### config.mk
export PLATFORM = sky130hd
export DESIGN_NAME = writeback_unit_flat
export DESIGN_NICKNAME = d
export VERILOG_FILES = /design/src/rtl/writeback_if.sv /design/src/rtl/writeback_unit.sv /design/src/flat_wrapper.sv
export SDC_FILE = /design/constraint.sdc
export NUM_CORES = 1
export LEC_CHECK = 0
export ABC_AREA = 1
export BUFFER_PORTS_ARGS = -buffer_cell sky130_fd_sc_hd__buf_2
export CORE_UTILIZATION = 54
export CTS_BUF_LIST = sky130_fd_sc_hd__clkbuf_4
export CTS_CLUSTER_SIZE = 16
export DETAILED_ROUTE_END_ITERATION = 10
export PLACE_DENSITY = 0.95
export REMOVE_ABC_BUFFERS = 1
export SLEW_MARGIN = 20
export SYNTH_ARGS = -nofsm -noshare
export SYNTH_HDL_FRONTEND = slang
export SYNTH_SLANG_ARGS = --single-unit
export TNS_END_PERCENT = 100
### constraint.sdc
create_clock -name clk -period 4.1 [get_ports clk]
set_input_delay 0.41 -clock clk [delete_from_list [all_inputs] [get_ports clk]]
set_output_delay 0.41 -clock clk [all_outputs]
set_load 0.02 [all_outputs]
### src/rtl/writeback_if.sv
// Writeback-stage bundle: execute-stage result, data-memory read handshake,
// register-file write port and the stall/fault status lines.
interface writeback_if;
  logic        wb_valid;
  logic        wb_reg_write;
  logic [1:0]  wb_sel;
  logic [4:0]  wb_rd;
  logic [31:0] wb_alu_result;
  logic [31:0] wb_pc_plus4;
  logic [31:0] wb_imm;
  logic [2:0]  wb_funct3;

  logic        mem_read_req;
  logic [31:0] mem_addr;
  logic        mem_ack;
  logic [31:0] mem_rdata;

  logic        register_write_en;
  logic [4:0]  rd_address;
  logic [31:0] register_write_data;

  logic        stall;
  logic        load_fault;

  // Upstream pipeline plus data memory; drives results and memory responses.
  modport master (
    output wb_valid, wb_reg_write, wb_sel, wb_rd, wb_alu_result, wb_pc_plus4,
           wb_imm, wb_funct3, mem_ack, mem_rdata,
    input  mem_read_req, mem_addr, register_write_en, rd_address,
           register_write_data, stall, load_fault
  );

  modport slave (
    input  wb_valid, wb_reg_write, wb_sel, wb_rd, wb_alu_result, wb_pc_plus4,
           wb_imm, wb_funct3, mem_ack, mem_rdata,
    output mem_read_req, mem_addr, register_write_en, rd_address,
           register_write_data, stall, load_fault
  );
endinterface

### src/rtl/writeback_unit.sv
// RV32I writeback stage: selects the result, performs loads through a
// single-outstanding memory read with a 256-cycle timeout, writes the register file.
module writeback_unit (
  input  logic       clk,
  input  logic       rst,
  writeback_if.slave bus
);

  typedef enum logic {IDLE, LOAD_WAIT} state_t;

  localparam logic [1:0] SEL_ALU  = 2'b00;
  localparam logic [1:0] SEL_LOAD = 2'b01;
  localparam logic [1:0] SEL_PC4  = 2'b10;
  localparam logic [1:0] SEL_IMM  = 2'b11;

  localparam logic [2:0] F3_LB  = 3'b000;
  localparam logic [2:0] F3_LH  = 3'b001;
  localparam logic [2:0] F3_LW  = 3'b010;
  localparam logic [2:0] F3_LBU = 3'b100;
  localparam logic [2:0] F3_LHU = 3'b101;

  localparam logic [7:0] WAIT_LAST = 8'hFF;

  state_t      state, state_next;
  logic [7:0]  wait_count, wait_count_next;

  // Context of the load in flight, captured at accept time so that the
  // upstream values are free to change while we wait.
  logic [2:0]  ld_funct3;
  logic [1:0]  ld_offset;
  logic [4:0]  ld_rd;
  logic        ld_write;
  logic [31:0] addr_q;
  logic        capture;

  logic        we_q, we_next;
  logic [4:0]  rd_q, rd_next;
  logic [31:0] data_q, data_next;
  logic        fault_q, fault_next;

  function automatic logic load_illegal(input logic [2:0] f3, input logic [1:0] off);
    case (f3)
      F3_LB, F3_LBU: return 1'b0;
      F3_LH, F3_LHU: return off[0];
      F3_LW:         return off != 2'b00;
      default:       return 1'b1;
    endcase
  endfunction

  function automatic logic [31:0] extract_load(input logic [2:0]  f3,
                                               input logic [1:0]  off,
                                               input logic [31:0] word);
    logic [7:0]  byte_val;
    logic [15:0] half_val;
    byte_val = word[{off, 3'b000} +: 8];
    half_val = off[1] ? word[31:16] : word[15:0];
    case (f3)
      F3_LB:   return {{24{byte_val[7]}}, byte_val};
      F3_LH:   return {{16{half_val[15]}}, half_val};
      F3_LBU:  return {24'd0, byte_val};
      F3_LHU:  return {16'd0, half_val};
      default: return word;
    endcase
  endfunction

  function automatic logic [31:0] select_result(input logic [1:0]  sel,
                                                input logic [31:0] alu,
                                                input logic [31:0] pc4,
                                                input logic [31:0] imm);
    case (sel)
      SEL_ALU: return alu;
      SEL_PC4: return pc4;
      SEL_IMM: return imm;
      default: return 32'd0;
    endcase
  endfunction

  // NOTE: every variable gets a default before the case, so no path can leave one unassigned and infer a latch.
  always_comb begin
    state_next      = state;
    wait_count_next = wait_count;
    we_next         = 1'b0;
    rd_next         = rd_q;
    data_next       = data_q;
    fault_next      = 1'b0;
    capture         = 1'b0;

    case (state)
      IDLE: begin
        if (bus.wb_valid) begin
          if (bus.wb_sel == SEL_LOAD) begin
            if (load_illegal(bus.wb_funct3, bus.wb_alu_result[1:0])) begin
              fault_next = 1'b1;
            end else begin
              state_next      = LOAD_WAIT;
              wait_count_next = 8'd0;
              capture         = 1'b1;
            end
          end else begin
            we_next   = bus.wb_reg_write && (bus.wb_rd != 5'd0);
            rd_next   = bus.wb_rd;
            data_next = select_result(bus.wb_sel, bus.wb_alu_result,
                                      bus.wb_pc_plus4, bus.wb_imm);
          end
        end
      end

      LOAD_WAIT: begin
        // An ack on the final wait cycle still completes the load.
        if (bus.mem_ack) begin
          state_next = IDLE;
          we_next    = ld_write && (ld_rd != 5'd0);
          rd_next    = ld_rd;
          data_next  = extract_load(ld_funct3, ld_offset, bus.mem_rdata);
        end else if (wait_count == WAIT_LAST) begin
          state_next = IDLE;
          fault_next = 1'b1;
        end else begin
          wait_count_next = wait_count + 8'd1;
        end
      end

      default: state_next = IDLE;
    endcase
  end

  // NOTE: sequential state uses non-blocking assignments so every register samples pre-edge values.
  always_ff @(posedge clk or negedge rst) begin
    if (!rst) begin
      state      <= IDLE;
      wait_count <= 8'd0;
    end else begin
      state      <= state_next;
      wait_count <= wait_count_next;
    end
  end

  always_ff @(posedge clk or negedge rst) begin
    if (!rst) begin
      ld_funct3 <= 3'd0;
      ld_offset <= 2'd0;
      ld_rd     <= 5'd0;
      ld_write  <= 1'b0;
      addr_q    <= 32'd0;
    end else if (capture) begin
      ld_funct3 <= bus.wb_funct3;
      ld_offset <= bus.wb_alu_result[1:0];
      ld_rd     <= bus.wb_rd;
      ld_write  <= bus.wb_reg_write;
      addr_q    <= {bus.wb_alu_result[31:2], 2'b00};
    end
  end

  always_ff @(posedge clk or negedge rst) begin
    if (!rst) begin
      we_q    <= 1'b0;
      rd_q    <= 5'd0;
      data_q  <= 32'd0;
      fault_q <= 1'b0;
    end else begin
      we_q    <= we_next;
      rd_q    <= rd_next;
      data_q  <= data_next;
      fault_q <= fault_next;
    end
  end

  assign bus.stall               = (state == LOAD_WAIT);
  assign bus.mem_read_req        = (state == LOAD_WAIT);
  assign bus.mem_addr            = addr_q;
  assign bus.register_write_en   = we_q;
  assign bus.rd_address          = rd_q;
  assign bus.register_write_data = data_q;
  assign bus.load_fault          = fault_q;

  no_write_to_x0: assert property (@(posedge clk) disable iff (!rst)
    bus.register_write_en |-> (bus.rd_address != 5'd0));

  no_write_with_fault: assert property (@(posedge clk) disable iff (!rst)
    !(bus.register_write_en && bus.load_fault));

endmodule

### src/flat_wrapper.sv
// flat-port wrapper written by rule: the top's interface ports become plain ports
module writeback_unit_flat 
  (clk, rst, bus_wb_valid, bus_wb_reg_write, bus_wb_sel, bus_wb_rd, bus_wb_alu_result, bus_wb_pc_plus4, bus_wb_imm, bus_wb_funct3, bus_mem_ack, bus_mem_rdata, bus_mem_read_req, bus_mem_addr, bus_register_write_en, bus_rd_address, bus_register_write_data, bus_stall, bus_load_fault);
  writeback_if bus_i ();
  input  logic clk;
  input  logic rst;
  input wire logic [$bits(bus_i.wb_valid)-1:0] bus_wb_valid;
  input wire logic [$bits(bus_i.wb_reg_write)-1:0] bus_wb_reg_write;
  input wire logic [$bits(bus_i.wb_sel)-1:0] bus_wb_sel;
  input wire logic [$bits(bus_i.wb_rd)-1:0] bus_wb_rd;
  input wire logic [$bits(bus_i.wb_alu_result)-1:0] bus_wb_alu_result;
  input wire logic [$bits(bus_i.wb_pc_plus4)-1:0] bus_wb_pc_plus4;
  input wire logic [$bits(bus_i.wb_imm)-1:0] bus_wb_imm;
  input wire logic [$bits(bus_i.wb_funct3)-1:0] bus_wb_funct3;
  input wire logic [$bits(bus_i.mem_ack)-1:0] bus_mem_ack;
  input wire logic [$bits(bus_i.mem_rdata)-1:0] bus_mem_rdata;
  output wire logic [$bits(bus_i.mem_read_req)-1:0] bus_mem_read_req;
  output wire logic [$bits(bus_i.mem_addr)-1:0] bus_mem_addr;
  output wire logic [$bits(bus_i.register_write_en)-1:0] bus_register_write_en;
  output wire logic [$bits(bus_i.rd_address)-1:0] bus_rd_address;
  output wire logic [$bits(bus_i.register_write_data)-1:0] bus_register_write_data;
  output wire logic [$bits(bus_i.stall)-1:0] bus_stall;
  output wire logic [$bits(bus_i.load_fault)-1:0] bus_load_fault;
  assign bus_i.wb_valid = bus_wb_valid;
  assign bus_i.wb_reg_write = bus_wb_reg_write;
  assign bus_i.wb_sel = bus_wb_sel;
  assign bus_i.wb_rd = bus_wb_rd;
  assign bus_i.wb_alu_result = bus_wb_alu_result;
  assign bus_i.wb_pc_plus4 = bus_wb_pc_plus4;
  assign bus_i.wb_imm = bus_wb_imm;
  assign bus_i.wb_funct3 = bus_wb_funct3;
  assign bus_i.mem_ack = bus_mem_ack;
  assign bus_i.mem_rdata = bus_mem_rdata;
  assign bus_mem_read_req = bus_i.mem_read_req;
  assign bus_mem_addr = bus_i.mem_addr;
  assign bus_register_write_en = bus_i.register_write_en;
  assign bus_rd_address = bus_i.rd_address;
  assign bus_register_write_data = bus_i.register_write_data;
  assign bus_stall = bus_i.stall;
  assign bus_load_fault = bus_i.load_fault;
  writeback_unit u_core (.clk(clk), .rst(rst), .bus(bus_i));
endmodule
==> results of run 1 <==
## routing by layer
| metal | vias up | part of all wire, % | wire [um] |
|---|---|---|---|
| li1 | 2898 | - | - |
| met1 | 2696 | 41 | 6730 |
| met2 | 315 | 46 | 7510 |
| met3 | 56 | 8.3 | 1360 |
| met4 | 0 | 4.5 | 731 |
| met5 | - | 0 | 0 |
## worst paths after layout
path | from | endpoint | slack [ns]
worst max register to register | u_core.bus.mem_read_req | u_core.bus.rd_address[0] | 1.44
worst min-delay path | rst | u_core.bus.mem_addr[12] | -0.01
max in group asynchronous | rst | u_core.bus.register_write_data[23] | 3.19
worst max-delay path | u_core.bus.mem_read_req | u_core.bus.rd_address[0] | 1.44
min in group clk | bus_wb_alu_result[8] | u_core.bus.mem_addr[8] | 0.19
worst min register to register | u_core.bus.mem_addr[17] | u_core.bus.mem_addr[17] | 0.49
## power groups by stage
| stage | clock, mW | combinational, mW | sequential, mW |
|---|---|---|---|
| 2_1_floorplan | 0 | 0.409 | 1.36 |
| 3_3_place_gp | 0 | 0.928 | 1.20 |
| 3_5_place_dp | 0 | 0.960 | 1.20 |
| 4_1_cts | 0.595 | 0.961 | 1.19 |
| 5_1_grt | 0.629 | 1.10 | 1.20 |
| 6_report | 0.591 | 0.987 | 1.18 |
## cells in the final DEF, fill, tap and decap left out
cell        Yosys  routed
ha_1            1       1
o21ai_1         2       2
conb_1          1       2
o21ai_0        27      27
nor2_1         53      51
inv_1          33      32
inv_8           0       1
a21oi_1        91      91
nand4_1         2       2
o31ai_1         1       1
nand2_1       298     298
dfrtp_1        89      89
bufinv_16       0       2
clkinvlp_4      0       1
clkbuf_4        0       9
nor2_2          0       2
buf_2          25     212
nor3_1          4       4
nand3_1       110     110
xor2_1          4       4
nor3b_1         1       1
a21o_1          1       1
clkinv_2        0       1
inv_2           4       5
a21oi_4         0       1
nand2_2         2       2
buf_16          0       1
nor2_4          1       1
buf_4           6       8
a31oi_1         5       5
inv_6           0       2
## logic make-up after synthesis
group,after synthesis
fa+ha+maj,1
compound gates,128
xor+xnor,4
other cells,1
flops,89
simple gates,471
buf+inv,89
## state kept, by name (all words and copies together), names as in the netlist
name,cells
u_core.bus.mem_addr,30
u_core.bus.register_write_data,32
u_core.bus.register_write_en,1
u_core.ld_offset,2
u_core.bus.load_fault,1
u_core.ld_write,1
u_core.ld_rd,5
u_core.wait_count,8
u_core.bus.rd_address,5
u_core.ld_funct3,3
u_core.bus.mem_read_req,1
## final cells by class
type	instances	area [sq um]
clock buffer	9	67.6
clock inverter	7	101
fill	842	2830
inverter	37	139
multi-input combinational	606	2660
sequential	89	2230
tap	129	161
timing repair buffer	221	1150
## cells in the mapped netlist
| library cell | count |
|---|---|
| nand2_1 | 298 |
| nand3_1 | 110 |
| a21oi_1 | 91 |
| dfrtp_1 | 89 |
| nor2_1 | 53 |
| inv_1 | 33 |
| o21ai_0 | 27 |
| buf_2 | 25 |
| clkbuf_1 | 13 |
| buf_1 | 7 |
| buf_4 | 6 |
| a31oi_1 | 5 |
| inv_2 | 4 |
| nor3_1 | 4 |
| xor2_1 | 4 |
| nand2_2 | 2 |
| nand4_1 | 2 |
| o21ai_1 | 2 |
| a21o_1 | 1 |
| a21oi_2 | 1 |
| buf_6 | 1 |
| conb_1 | 1 |
| ha_1 | 1 |
| nor2_4 | 1 |
| nor3b_1 | 1 |
| o31ai_1 | 1 |
## through the flow
| step | setup slack [ns] | instances | total power, mW |
|---|---|---|---|
| global route | 1.19 | 1098 | 2.93 |
| detailed placement | 1.47 | 1081 | 2.16 |
| finish | 1.44 | 1098 | 2.76 |
| global placement | 1.63 | 1081 | 2.13 |
| CTS | 1.44 | 1097 | 2.74 |
| floorplan | 0.939 | 732 | 1.77 |
## worst reg2reg max path, cell delays in order, from the launching register on
cell	delay (ns)
dfrtp_1	0.51
buf_4	0.31
a21oi_1	0.12
a21oi_4	0.72
inv_2	0.54
nor2_1	0.25
a31oi_1	0.06
==> results.toml, run 1 <==
[status]
outcome = "finished with violations"
violations = "hold timing"

[global_routing]
grt_pass1_wl_um = 26500
grt-ovfl-total = 0
grt_max_degree = 58
grt_util_met2_pct = 53.8
antenna_found_initial = 0
grt_usage_pct = 33.5
grt_util_met1_pct = 43.3
use_met3_pct = 5.69
grt_pass1_vias = 5572
busiest_layer = "met2"

[setup_path]
crit_family = "compound AO/OA/AOI/OAI gates"
crit_type = "flop to flop"
crit_chain = "buf_4, a21oi_1, a21oi_4, inv_2, nor2_1, a31oi_1"
end_kind = "flop"
reg2reg_depth = 6
cp.depth = 6
cpPeakStageDelay_ns = 0.72
cp.arrival_ns = 2.96
critPathBufInv = 2
cp_max_fo = 42
required_ns = 4.40
startpoint_type = "flop"
cp_slowest_cell = "a21oi_4"

[pwr]
ir_drop_v = 0.000247
p_comb_share_pct = 35.8
p_switching_mw = 1.11
seqPwrFrac_pct = 42.7
power_frac_clock_pct = 21.5
swShare_pct = 40.3
leakage_nw = 3.52
p_int_mw = 1.65
p_per_area_nw_per_um2 = 424

[logic_synthesis]
synth_xor_xnor_area_share_pct = 0.666
syn_avg_cell_area_sq_um = 6.72
yosys_warnings = 0
muxShareOfSynthArea_pct = 0
ys_seq_area_share_pct = 42.3
synth_cell_type_count = 26
synth_compound_area_share_pct = 12.5
synth_cells = 783
yosys.area.top_type_share_pct = 42.3
synth_fa_ha_area_share_pct = 0.238
syn_area_sq_um = 5260
synth-simple-area-share_pct = 36.7
ys_ff_latch = 89
synth_top_family_by_area = "simple AND/OR/NAND/NOR gates"
ys_top_cells_by_area = "dfrtp_1, nand2_1, nand3_1, a21oi_1, nor2_1"
yosys.area.top_type = "dfrtp_1"

[cts]
postCtsSetupBuffers = 0
htreeDepth = 3
post_cts_resized = 0
postCtsHoldBufs = 0
cts_sinks = 89
clockRootBuffer = "clkbuf_4"
clk_latency_ns = 0.44
cts.path.max_buffers = 2
cts_tree = "yes"
path_clk_slew_ns = 0.17
cts_buffers = 9

[drt]
ant_nets = 0
via_count = 5965
wl_per_cell_um = 14.9
routed_via_density = 5.43
dr.first_iter.drc_count = 334
drt_wl_total_um = 16300
remaining_drc_errors = 0
first_pass_iters = 5

[timing]
final-setup-viol-count = 0
tightest_slew_ns = 0.935
fin_crit_ns = 2.66
fin_setup_tns_ns = 0
maxSlewHeadroom_pct = 37.5
fmax_mhz = 375
finalHoldViolCount = 11
drv_slew = 0
fin_hold_ws_ns = -0.0119
fin_crit_sh_pct = 65.0
fin_skew_ns = 0.0217
rsz0062_at_grt = "no"

[layout]
drive_gt1_share_pct = 25.6
nets = 1108
stdcell_area_sq_um = 6500
diodes = 0
syn2layout_area_growth_pct = 23.5
final_util_pct = 69.7

[floorplanning]
rows = 35
fp.dieH_um = 101
die_w_um = 101
initial_core_util_pct = 56.4
pin_count = 216
die_area_sq_um = 10100
core_area_sq_um = 9330

[place]
gp_congestion = 0.877
io_buffer_count = 213
hpwlAfterDp_um = 11600
postPlaceCellArea_sq_um = 6300

[job]
maxCapViolations = 0

[min_path]
hp-class = "input port to asynchronous set/reset pin"
No activity file was read; power rests on OpenSTA's default activity.
==> inputs of run 2 (changes only) <==
--- a/config.mk
+++ b/config.mk
@@ -5,13 +5,13 @@
 export SDC_FILE = /design/constraint.sdc
 export NUM_CORES = 1
 export LEC_CHECK = 0
-export ABC_AREA = 1
+export ABC_AREA = 0
 export BUFFER_PORTS_ARGS = -buffer_cell sky130_fd_sc_hd__buf_2
-export CORE_UTILIZATION = 54
+export CORE_UTILIZATION = 45
 export CTS_BUF_LIST = sky130_fd_sc_hd__clkbuf_4
 export CTS_CLUSTER_SIZE = 16
 export DETAILED_ROUTE_END_ITERATION = 10
-export PLACE_DENSITY = 0.95
+export PLACE_DENSITY = 0.86
 export REMOVE_ABC_BUFFERS = 1
 export SLEW_MARGIN = 20
 export SYNTH_ARGS = -nofsm -noshare
==> constraint.sdc (replaced) <==
create_clock -name clk -period 2.4 [get_ports clk]
set_input_delay 0.24 -clock clk [delete_from_list [all_inputs] [get_ports clk]]
set_output_delay 0.24 -clock clk [all_outputs]
set_load 0.02 [all_outputs]
==> results.toml, run 2 <==
[layout]
fin_cells = 851
largest_reg_flops = 32
final_util_pct = 60.2
syn2layout_area_growth_pct = 28.3
nets = 849
final_common_cell = "buf_2"
drive_gt1_share_pct = 44.9
mostFrequentLayoutCells = "buf_2, dfrtp_1, nor2_1, nand2_1, mux2_4"

[timing]
rsz0062_at_grt = "no"
tightest_slew_ns = 1.02
fin_skew_ns = 0.00839
fin_crit_ns = 2.15
final-setup-viol-count = 0
fin_hold_ws_ns = 0.0308
maxSlewHeadroom_pct = 32.1
finalHoldViolCount = 0
drv_slew = 0
fin_crit_sh_pct = 89.6
fmax_mhz = 465

[logic_synthesis]
yosys_warnings = 0
yosys.area.top_type_share_pct = 43.0
ys_top_cells_by_area = "dfrtp_1, mux2_4, mux2i_1, mux2_2, nor2_1"
synth_cells = 485
syn_area_sq_um = 5180
synth_cell_type_count = 50
synth-edff-count = 0
ys_ff_latch = 89
ys_seq_area_share_pct = 43.0
synthTopCellsByCount = "dfrtp_1, nor2_1, nand2_1"
yosysMostFrequentCell = "dfrtp_1"
synth_async_sr_flop_share_pct = 100
syn_avg_cell_area_sq_um = 10.7
ys.flop_type = "dfrtp_1"
yosys.area.top_type = "dfrtp_1"

[drt]
dr.first_iter.drc_count = 347
ant_nets = 0
via_count = 4916
routed_via_density = 5.78
wl_met1_um = 6570
route.met2.wl_um = 7840
drt_wl_total_um = 16500
first_pass_iters = 5
wl_per_cell_um = 19.3
highest_layer = "met5"
remaining_drc_errors = 0
wl_met3_um = 1400

[cts]
path_clk_slew_ns = 0.14
clockRootBuffer = "clkbuf_4"
post_cts_resized = 0
cts_buffers = 9
htreeDepth = 3
cts_sinks = 89
cts_tree = "yes"
clk_latency_ns = 0.45
cts.path.max_buffers = 2

[floorplanning]
die_w_um = 109
die_area_sq_um = 11900
core_area_sq_um = 11000
fp.dieH_um = 109
rows = 38
initial_core_util_pct = 46.9
pin_count = 216

[setup_path]
crit_chain = "mux2i_1, nor4_1, a211oi_4, a221oi_1"
cp_max_fo = 16
cp_slowest_cell = "a211oi_4"
cp.arrival_ns = 2.43
startpoint_type = "flop"
crit_type = "flop to flop"
end_kind = "flop"
required_ns = 2.68
cpPeakStageDelay_ns = 0.80

[place]
gp_congestion = 0.860
placed_cells = 818
io_buffer_count = 213
hpwlAfterDp_um = 12300

[job]
maxCapViolations = 0

[global_routing]
grt-ovfl-total = 0
grt_pass1_wl_um = 24800
grt_usage_pct = 27.6
antenna_found_initial = 4
grt_max_degree = 59
grt_pass1_vias = 4996

[pwr]
ir_drop_v = 0.000405
leakage_nw = 3.23
p_per_area_nw_per_um2 = 692
power_mw = 4.60

[min_path]
hp-class = "input port to flop"

[status]
outcome = "complete, no violations"
## run 2: worst paths after layout
path,start,to,slack (ns),cells past startpoint
setup / recovery,u_core.ld_offset[1],u_core.bus.register_write_data[18],0.25,4
hold / removal,bus_wb_alu_result[14],u_core.bus.mem_addr[14],0.03,2
setup reg to reg,u_core.ld_offset[1],u_core.bus.register_write_data[18],0.25,4
hold reg to reg,u_core.bus.mem_addr[21],u_core.bus.mem_addr[21],0.52,1
max in group asynchronous,rst,u_core.ld_rd[0],1.33,3
min in group asynchronous,rst,u_core.bus.rd_address[0],0.41,2
## run 2: critical path, delay by kind of cell, from the launching register on
kind,cells,cell delay (ns)
muxes,1,0.31
DFF,1,0.48
and+or+nand+nor,1,0.13
AOI/OAI and AO/OA,2,1.06
## run 2: layout make-up
| cell class | count | area, sq um |
|---|---|---|
| Clock inverter | 5 | 23.8 |
| Inverter | 3 | 11.3 |
| Tap cell | 140 | 175 |
| Clock buffer | 10 | 75.1 |
| Sequential cell | 89 | 2230 |
| Multi-Input combinational cell | 355 | 2750 |
| Antenna cell | 2 | 5.00 |
| Fill cell | 903 | 4390 |
| Timing Repair Buffer | 247 | 1380 |
## run 2: logic make-up (layout without fill, tap and decap cells)
kind of cell	count (synthesis)	after routing	synth area share (%)
AO/OA/AOI/OAI	129	129	19.2
adder cells (fa/ha/maj)	1	1	0.242
multiplexers	88	88	21.0
AND/OR/NAND/NOR	132	132	11.4
other	1	4	0.0724
buffers and inverters	42	265	4.59
flip-flops	89	89	43.0
XOR/XNOR	3	3	0.508
## run 2: power by group
group	internal, mW	total (mW)	switching [mW]
clock	0.210	0.734	0.524
combinational	0.804	1.83	1.02
sequential	1.81	2.04	0.224
total	2.83	4.60	1.77
## run 2: routing by layer
metal | vias up | global-route usage [%]
met5 | - | 0
met4 | 4 | 15.2
met3 | 52 | 6.75
met2 | 250 | 45.5
met1 | 2375 | 32.9
li1 | 2235 | -
## run 2: per-stage QoR
| step | setup slack [ns] | cell area, sq um | TNS (ns) |
|---|---|---|---|
| after floorplan | -1.67 | 4950 | -108.15 |
| after global routing | 0.141 | 6640 | 0 |
| after CTS | 0.308 | 6630 | 0 |
| final | 0.249 | 6640 | 0 |
| after global placement | 0.499 | 6380 | 0 |
| after detailed placement | 0.336 | 6380 | 0 |
## run 2: repair_timing
action                    CTS  global route
hold buffers               15             1
buffers inserted            0             0
hold endpoints to repair   71             1
==> inputs of run 3 (changes only) <==
--- a/config.mk
+++ b/config.mk
@@ -12,7 +12,6 @@
 export CTS_CLUSTER_SIZE = 16
 export DETAILED_ROUTE_END_ITERATION = 10
 export PLACE_DENSITY = 0.86
-export REMOVE_ABC_BUFFERS = 1
 export SLEW_MARGIN = 20
 export SYNTH_ARGS = -nofsm -noshare
 export SYNTH_HDL_FRONTEND = slang
==> results.toml, run 3 (synthesis gave the netlist of run 2 again) <==
[layout]
multiInputGateArea_sq_um = 2740
diodes = 0
drive_gt1_share_pct = 44.8
mostFrequentLayoutCells = "buf_2, dfrtp_1, nor2_1, nand2_1, mux2_4"
largest_reg_flops = 32
seq_area_sq_um = 2230
syn2layout_area_growth_pct = 28.5
final_common_cell = "buf_2"
nets = 845
fillers = 931
final_util_pct = 60.3

[drt]
remaining_drc_errors = 0
via_count = 4785
wl_per_cell_um = 19.4
routed_via_density = 5.66
drt_wl_total_um = 16500
dr.first_iter.drc_count = 344
ant_nets = 0
first_pass_iters = 5

[timing]
drv_slew = 0
maxSlewHeadroom_pct = 55.5
fmax_mhz = 509
setup_ws_ns = 0.434
rsz0062_at_grt = "no"
fin_hold_ws_ns = 0.0390
fin_setup_tns_ns = 0
finalHoldViolCount = 0
tightest_slew_ns = 0.662
fin_skew_ns = 0.0126
fin_crit_ns = 1.97
fin_crit_sh_pct = 81.9
final-setup-viol-count = 0

[setup_path]
crit_type = "flop to flop"
r2r-start = "u_core.bus.mem_read_req"
cp.arrival_ns = 2.31
path_common_cell = "buf_4"
critPathBufInv = 2
cpPeakStageDelay_ns = 0.42
end_kind = "flop"
crit_chain = "buf_4, nand2_1, o21ai_4, buf_4, nor2_1, a221oi_1"
required_ns = 2.75
startpoint = "u_core.bus.mem_read_req"
cp_max_fo = 31
cp.depth = 6
startpoint_type = "flop"
crit_family = "buffers and inverters"
cp_slowest_cell = "dfrtp_2"
reg2reg_depth = 6

[global_routing]
grt_pass1_vias = 4870
antenna_found_initial = 0
grt_max_degree = 90
grt-ovfl-total = 0
grt_usage_pct = 27.6
grt_pass1_wl_um = 25000

[place]
hpwlAfterDp_um = 12200
gp_congestion = 0.856
place_ws_ns = 0.448
io_buffer_count = 213

[cts]
htreeDepth = 3
cts_buffers = 9
path_clk_slew_ns = 0.14
clk_latency_ns = 0.44
cts_sinks = 89
post_cts_resized = 0
cts_tree = "yes"
clockRootBuffer = "clkbuf_4"
cts.path.max_buffers = 2

[pwr]
power_mw = 4.83
ir_drop_v = 0.000456
leakage_nw = 3.24
p_per_area_nw_per_um2 = 726

[status]
outcome = "complete, no violations"

[floorplanning]
pin_count = 216
die_area_sq_um = 11900
core_area_sq_um = 11000
rows = 38
die_w_um = 109
initial_core_util_pct = 46.9
fp.dieH_um = 109

[min_path]
min_from = "bus_wb_alu_result[31]"
hp-class = "input port to flop"
hold_depth = 2

[job]
maxCapViolations = 0
[run 3: cell count changes in the layout (fill, tap and decap cells not counted), sizes merged]
cell / change
buf: -2
diode: -2
clkinv: -3
dlygate4sd3: -2
bufinv: +2
clkbuf: +2
[run 3: worst reg2reg max path, cell delays in order, from the launching register on]
cell and delay (ns):
dfrtp_2 0.42, buf_4 0.31, nand2_1 0.31, o21ai_4 0.14, buf_4 0.37, nor2_1 0.08
a221oi_1 0.23
[run 3: final timing paths]
check	to	slack, ns
setup / recovery	u_core.bus.register_write_data[20]	0.43
hold / removal	u_core.bus.mem_addr[31]	0.04
setup reg to reg	u_core.bus.register_write_data[20]	0.43
hold reg to reg	u_core.bus.mem_addr[10]	0.52
max in group asynchronous	u_core.bus.mem_read_req	1.64
min in group asynchronous	u_core.bus.mem_addr[14]	0.33
[run 3: where the power goes]
| part | internal (mW) | switching [mW] | total, mW |
|---|---|---|---|
| Combinational | 0.795 | 1.01 | 1.81 |
| Sequential | 1.81 | 0.241 | 2.05 |
| Clock | 0.453 | 0.515 | 0.967 |
[run 3: cell type report]
class | instances | share of cell area (%)
clock buffer | 12 | 1.35
clock inverter | 4 | 1.02
inverter | 3 | 0.169
multi-input combinational | 355 | 41.2
sequential | 89 | 33.5
tap | 140 | 2.63
timing repair buffer | 243 | 20.2
[run 3: through the flow]
step           cells  instance area [sq um]
5_1_grt          846                   6650
4_1_cts          835                   6540
3_3_place_gp     816                   6350
3_5_place_dp     816                   6350
2_1_floorplan    486                   5180
6_report         846                   6650
[run 3: metal layers]
| layer | wire (um) | up-vias | track usage [%] |
|---|---|---|---|
| met2 | 8100 | 253 | 46.9 |
| li1 | - | 2221 | - |
| met3 | 1310 | 45 | 6.58 |
| met5 | 0 | - | 0 |
| met4 | 493 | 0 | 10.5 |
| met1 | 6550 | 2266 | 33.6 |
[run 3: timing repair]
item / in CTS / in global routing
setup buffers: 0 / 0
hold buffers: 3 / 11
hold endpoints to repair: 91 / 11
